File: src/rtl/parity_push_source.sv
// rtl/parity_push_source.sv - parity-encoding push source with 2-entry skid buffer
// Optional feature: PARITY_PUSH_ERR_INJECT_EN adds err_inject_i to corrupt a word's parity.
module parity_push_source #(
    parameter int DATA_WIDTH = 32,
    parameter int EVEN_ODD   = 0,
    parameter int PARITY_BIT = 0
) (
    input  logic                  clk,
    input  logic                  rst,
    input  logic [DATA_WIDTH-1:0] src_data_i,
    input  logic                  src_valid_i,
    output logic                  src_ready_o,
    output logic [DATA_WIDTH:0]   push_data_o,
    output logic                  push_valid_o,
    input  logic                  push_grant_i,
`ifdef PARITY_PUSH_ERR_INJECT_EN
    input  logic                  err_inject_i,
`endif
    output logic [15:0]           sent_count_o
);

    localparam logic POLARITY = (EVEN_ODD != 0);

    typedef enum logic [1:0] {
        ST_EMPTY = 2'd0,
        ST_ONE   = 2'd1,
        ST_FULL  = 2'd2
    } state_t;

    state_t              state_q, state_d;
    logic [DATA_WIDTH:0] head_q, head_d;
    logic [DATA_WIDTH:0] skid_q, skid_d;
    logic                ready_q, ready_d;
    logic                valid_q, valid_d;
    logic [15:0]         count_q, count_d;

    logic                flip;
    logic                parity;
    logic [DATA_WIDTH:0] enc_word;
    logic                acc;
    logic                drn;

`ifdef PARITY_PUSH_ERR_INJECT_EN
    assign flip = err_inject_i;
`else
    assign flip = 1'b0;
`endif

    assign parity = (^src_data_i) ^ POLARITY ^ flip;

    generate
        if (PARITY_BIT == 0) begin : g_par_lsb
            assign enc_word = {src_data_i, parity};
        end else begin : g_par_msb
            assign enc_word = {parity, src_data_i};
        end
    endgenerate

    // Grant only counts when a word is actually presented; it is ignored in EMPTY.
    assign acc = src_valid_i && ready_q;
    assign drn = valid_q && push_grant_i;

    always_comb begin
        state_d = state_q;
        head_d  = head_q;
        skid_d  = skid_q;
        count_d = count_q;
        if (drn) begin
            count_d = count_q + 16'd1;
        end
        case (state_q)
            ST_EMPTY: begin
                if (acc) begin
                    head_d  = enc_word;
                    state_d = ST_ONE;
                end
            end
            ST_ONE: begin
                if (acc && drn) begin
                    head_d = enc_word;
                end else if (acc) begin
                    skid_d  = enc_word;
                    state_d = ST_FULL;
                end else if (drn) begin
                    state_d = ST_EMPTY;
                end
            end
            ST_FULL: begin
                if (drn) begin
                    head_d  = skid_q;
                    state_d = ST_ONE;
                end
            end
            default: begin
                state_d = ST_EMPTY;
            end
        endcase
        ready_d = (state_d != ST_FULL);
        valid_d = (state_d != ST_EMPTY);
    end

    always_ff @(posedge clk) begin
        if (rst) begin
            state_q <= ST_EMPTY;
            head_q  <= '0;
            skid_q  <= '0;
            ready_q <= 1'b0;
            valid_q <= 1'b0;
            count_q <= 16'd0;
        end else begin
            state_q <= state_d;
            head_q  <= head_d;
            skid_q  <= skid_d;
            ready_q <= ready_d;
            valid_q <= valid_d;
            count_q <= count_d;
        end
    end

    assign src_ready_o  = ready_q;
    assign push_valid_o = valid_q;
    assign push_data_o  = head_q;
    assign sent_count_o = count_q;

endmodule

File: config.mk
export PLATFORM = sky130hd
export DESIGN_NAME = parity_push_source
export DESIGN_NICKNAME = d
export VERILOG_FILES = /design/src/rtl/parity_push_source.sv
export SDC_FILE = /design/constraint.sdc
export NUM_CORES = 1
export LEC_CHECK = 0
export CAP_MARGIN = 0
export CELL_PAD_IN_SITES_DETAIL_PLACEMENT = 0
export CELL_PAD_IN_SITES_GLOBAL_PLACEMENT = 1
export CORE_ASPECT_RATIO = 1.5
export CORE_UTILIZATION = 33
export CTS_CLUSTER_SIZE = 20
export DETAILED_ROUTE_END_ITERATION = 12
export PLACE_DENSITY = 0.82
export SETUP_SLACK_MARGIN = 0.1
export SKIP_CTS_REPAIR_TIMING = 1
export SLEW_MARGIN = 30
export SYNTH_ARGS = -nofsm -noshare
export SYNTH_HDL_FRONTEND = slang
export SYNTH_SLANG_ARGS = --single-unit
File: constraint.sdc
create_clock -name clk -period 1.4 [get_ports clk]
set_input_delay 0.28 -clock clk [delete_from_list [all_inputs] [get_ports clk]]
set_output_delay 0.28 -clock clk [all_outputs]
set_load 0.005 [all_outputs]
# == Word-level counts from Yosys, hierarchy flattened ==
# Index checks and enable logic that the tools add are counted.
# W data, S select, Z words.
# totals
reg_bits,86
latchBits,0
mem_bits_rw,0
mem_bits_ro,0
in_bits,36
out_inout_bits,51
word_cells,33
mem_count,0
# classes
add_sub_neg,1
mul,0
n_div,0
magnitude_cmp,0
eq_ne,6
shifts,0
mux,10
bitwise_logic,1
reduce_logical,9
# op_table
op,n
$mux W33,3
$pmux W33 S3,1
$reduce_xor A32 Y1,1
$add A16 B1 Y16 const B,1
$mux W2,5
$ne A2 B2 Y1 const B,4
$pmux W2 S3,1
$reduce_and A4 Y1,1
$logic_and A1 B1 Y1,3
$reduce_and A3 Y1,1
$reduce_bool A3 Y1,1
$eq A2 B1 Y1 const B,1
$eq A2 B2 Y1 const B,1
$logic_not A2 Y1,1
$reduce_bool A2 Y1,1
$not A1 Y1,1

# == Depth between registers and ports, before layout ==
# logic_depth
word_depth,6
ltp_mapped,8
ltp_nobuf,6

# == Worst setup path after synthesis ==
# OpenSTA, ideal clock, no wires.
# synth_path
path_kind,register -> register
start,"register valid_q, in the netlist push_valid_o"
end,"register head_q[10], in the netlist push_data_o[10]"
setup_time_ps,86
arrival_time_ps,1336
t_required_ps,1314
setup_slack_ps,-21
stages_incl_launch_ff,9
n_path_buf,2
synth_period_minus_slack_ps,1421
path_cell_list,dfxtp_1 nand2_1 nand2_1 nand2_1 o21ai_1 buf_4 buf_4 nor2_1 a211oi_1
# synth_via
elab_chain_len,4
# synth_rtl
element,line_no,rtl
from (decl),34,"logic valid_q, valid_d;"
from (signal assigned),115,valid_q <= valid_d;
$logic_and A1 B1 Y1 (*),61,assign drn = valid_q && push_grant_i;
$logic_and A1 B1 Y1,79,if (acc && drn) begin
$ne A2 B2 Y1 (no source line),n/a,
$reduce_and A4 Y1 (no source line) (*),n/a,
to (signal assigned),105,head_q <= '0;
to (signal assigned),112,head_q <= head_d;
to (decl),31,"logic [DATA_WIDTH:0] head_q, head_d;"
# Mark *: on every way between the ends. The rest lies on a longest branch, timed or not.
# A chain may end at the register's enable or synchronous reset.

# == Worst setup path in the final report ==
# layout_path
start,"register valid_q, in the netlist push_valid_o"
end,register skid_q[25]
# layout_via
elab_chain_len,4
# layout_rtl
element,line_no,rtl
$logic_and A1 B1 Y1,61,
$logic_and A1 B1 Y1,79,
$not A1 Y1 (no source line),n/a,
$reduce_and A3 Y1 (no source line),n/a,
to (signal assigned),113,skid_q <= skid_d;
to (decl),32,"logic [DATA_WIDTH:0] skid_q, skid_d;"
# Every way passes these cells.

==> results.sh <==
export IMPL_fmax_mhz=641.2
export IMPL_clkSinkCount=86
export IMPL_p_leak_nw=3.866
export IMPL_finalCritPeriodShare_pct=111.4
export IMPL_hold_class="input port to flop"
export IMPL_finalSetupViolations=35
export IMPL_routed_via_density=5.015
export IMPL_ir_drop_v=0.0005102
export IMPL_pwr_density_cell_nw_per_um2=995.6
export IMPL_dp_hpwl_um=6481
export IMPL_place_gp_congestion=0.7163
export IMPL_ios=87
export IMPL_tns_ns=-3.106
export IMPL_synth_area_um2=3677
export IMPL_die_w_um=88.19
export IMPL_grt_pass1_wl_um=14990
export IMPL_clk_pin_slew_worst_paths_ns=0.07
export IMPL_std_cell_rows=46
export IMPL_rsz0062_at_grt="yes"
export IMPL_grt_pass1_vias=3161
export IMPL_avgSynthCellArea_um2=8.776
export IMPL_rrSetupSlack_ns=-0.16
export IMPL_grt_antenna_before_repair=0
export IMPL_drc=0
export IMPL_yosys_top_cells_area="dfxtp_1 (47%), mux2i_1 (8.7%), nand2_1 (7.9%), xnor2_1 (7.1%), a211oi_1 (6.5%)"
export IMPL_synth_edf_count=0
export IMPL_start_util_pct=34.35
export IMPL_core_um2=10710
export IMPL_min_period_ns=1.560
export IMPL_cp_arrival_ns=1.82
export IMPL_synth_top_area_share_pct=46.82
export IMPL_synth_async_reset_ratio_pct=0
export IMPL_syn_num_nets=456
export IMPL_ys_ff_latch=86
export IMPL_cp_required_ns=1.66
export IMPL_startpoint_type="flop"
export IMPL_ant_nets=0
export IMPL_synth_area_leader_cell="dfxtp_1"
export IMPL_hold_viol_final=0
export IMPL_relSlewSlack_pct=76.17
export IMPL_seq_area_frac_synth_pct=46.82
export IMPL_die_area_um2=11580
export IMPL_layout_setup_ws_ns=-0.1596
export IMPL_first_iter_violations=107
export IMPL_dr_pass1_iters=4
export IMPL_pre_cts_slack_ns=-0.6718
export IMPL_synth_flop_cell="dfxtp_1"
export IMPL_synth_cell_types=28
export IMPL_grt_usage_pct=16.58
export IMPL_clockBufferDepth=2
export IMPL_n_antenna_cell=0
export IMPL_dpl_cell_area_um2=5061
export IMPL_die_h_um=131.3
export IMPL_synth_commonest_cells="dfxtp_1 (86), nand2_1 (77), nor2_1 (54), a21oi_1 (36)"
export IMPL_synth_most_common_cell="dfxtp_1"
export IMPL_grt_max_degree=42
export IMPL_syn2layout_area_growth_pct=86.02
export IMPL_worst_pin_slew_ns=0.3574
export IMPL_place_port_buffers=86
export IMPL_path_max_fanout=5
export IMPL_synth_cells=419
export IMPL_routedWlPerCell_um=17.07
export IMPL_worstSetupPathType="flop to flop"
export IMPL_cts_buffers=9
export IMPL_drive_gt1_share_pct=47.20
export IMPL_slew_viol_final=0
export IMPL_nets=604
export IMPL_final_area_um2=6840
export IMPL_endpoint_kind="flop"
export IMPL_wirelength_um=12220
export IMPL_drv_cap=0
export IMPL_violations="setup timing"
export IMPL_fin_worst_skew_ns=0.008049
export IMPL_status="finished, violations left"
export IMPL_htree_levels=3
export IMPL_grt_overflow=0
export IMPL_ys_warn_count=0
export IMPL_vias=3591
export IMPL_worstSkewPairLatency_ns=0.34
export IMPL_tritoncts="done"
export IMPL_root_buffer="clkbuf_16"
==> worst paths after layout <==
kind,start,to,depth (start not counted)
setup / recovery,push_valid_o,skid_q[25],8
hold reg to reg,skid_q[9],skid_q[9],2
setup reg to reg,push_valid_o,skid_q[25],8
hold / removal,src_data_i[9],skid_q[10],3
==> cells in the final DEF, fill, tap and decap left out, types with 16 or more instances in the layout <==
cell | Yosys | final
a211oi_2 | 1 | 23
buf_4 | 3 | 42
buf_6 | 0 | 16
a21oi_2 | 0 | 28
dlymetal6s2s_1 | 0 | 79
clkbuf_16 | 0 | 20
dfxtp_1 | 86 | 54
nand2_1 | 77 | 45
mux2i_1 | 32 | 29
xnor2_1 | 30 | 16
nor2_1 | 54 | 31
dfxtp_2 | 0 | 29
nand2_4 | 0 | 26
==> power breakdown <==
group          switching [mW]  internal [mW]
Combinational           0.700          0.808
Clock                   0.981           1.67
Sequential             0.0876           2.57
Total                    1.77           5.04
==> sequential cells by signal (all words and copies together), names as in the netlist <==
register	flops
sent_count_o	16
skid_q	33
src_ready_o	1
push_valid_o	1
state_q	2
push_data_o	33
==> cell type report <==
| class | instances | area [um2] |
|---|---|---|
| clock buffer | 11 | 254.0 |
| clock inverter | 5 | 80.08 |
| timing repair buffer | 165 | 1992 |
| tap | 144 | 180.2 |
| fill | 831 | 3865 |
| multi-input combinational | 305 | 2565 |
| sequential | 86 | 1769 |
==> metrics by stage <==
stage	hold slack, ns	instances	util [%]	total power, mW
2_1_floorplan	0.4160	419	-	3.229
3_3_place_gp	0.4407	668	47.28	3.736
3_5_place_dp	0.4456	668	47.28	3.750
4_1_cts	0.2972	684	50.40	6.388
5_1_grt	0.2171	716	63.90	7.037
6_report	0.2089	716	63.90	6.810
==> kinds of logic (layout without fill, tap and decap cells) <==
logic type | count (synthesis) | count (layout) | share of synthesized area [%]
compound gates | 74 | 74 | 12.66
buf+inv | 28 | 181 | 3.504
fa+ha+maj | 1 | 1 | 0.3402
flops | 86 | 86 | 46.82
simple gates | 151 | 151 | 16.71
mux | 33 | 33 | 9.017
xor+xnor | 46 | 46 | 10.96
==> layer usage <==
layer	GRT usage [%]	vias up	share of wire [%]
met1	18.81	1751	39
li1	-	1720	-
met3	2.513	31	2.8
met2	29.06	89	54
met4	8.513	0	3.6
met5	0	-	0
==> critical path, stage by stage, from the launching register on <==
cell and delay [ns]:
dfxtp_2 0.33, nand2_4 0.10, nand2_4 0.07, buf_6 0.12
nor3_4 0.32, buf_6 0.18, clkbuf_16 0.16, nand2_4 0.05
a21oi_2 0.15
No activity file was read; power rests on OpenSTA's default activity.
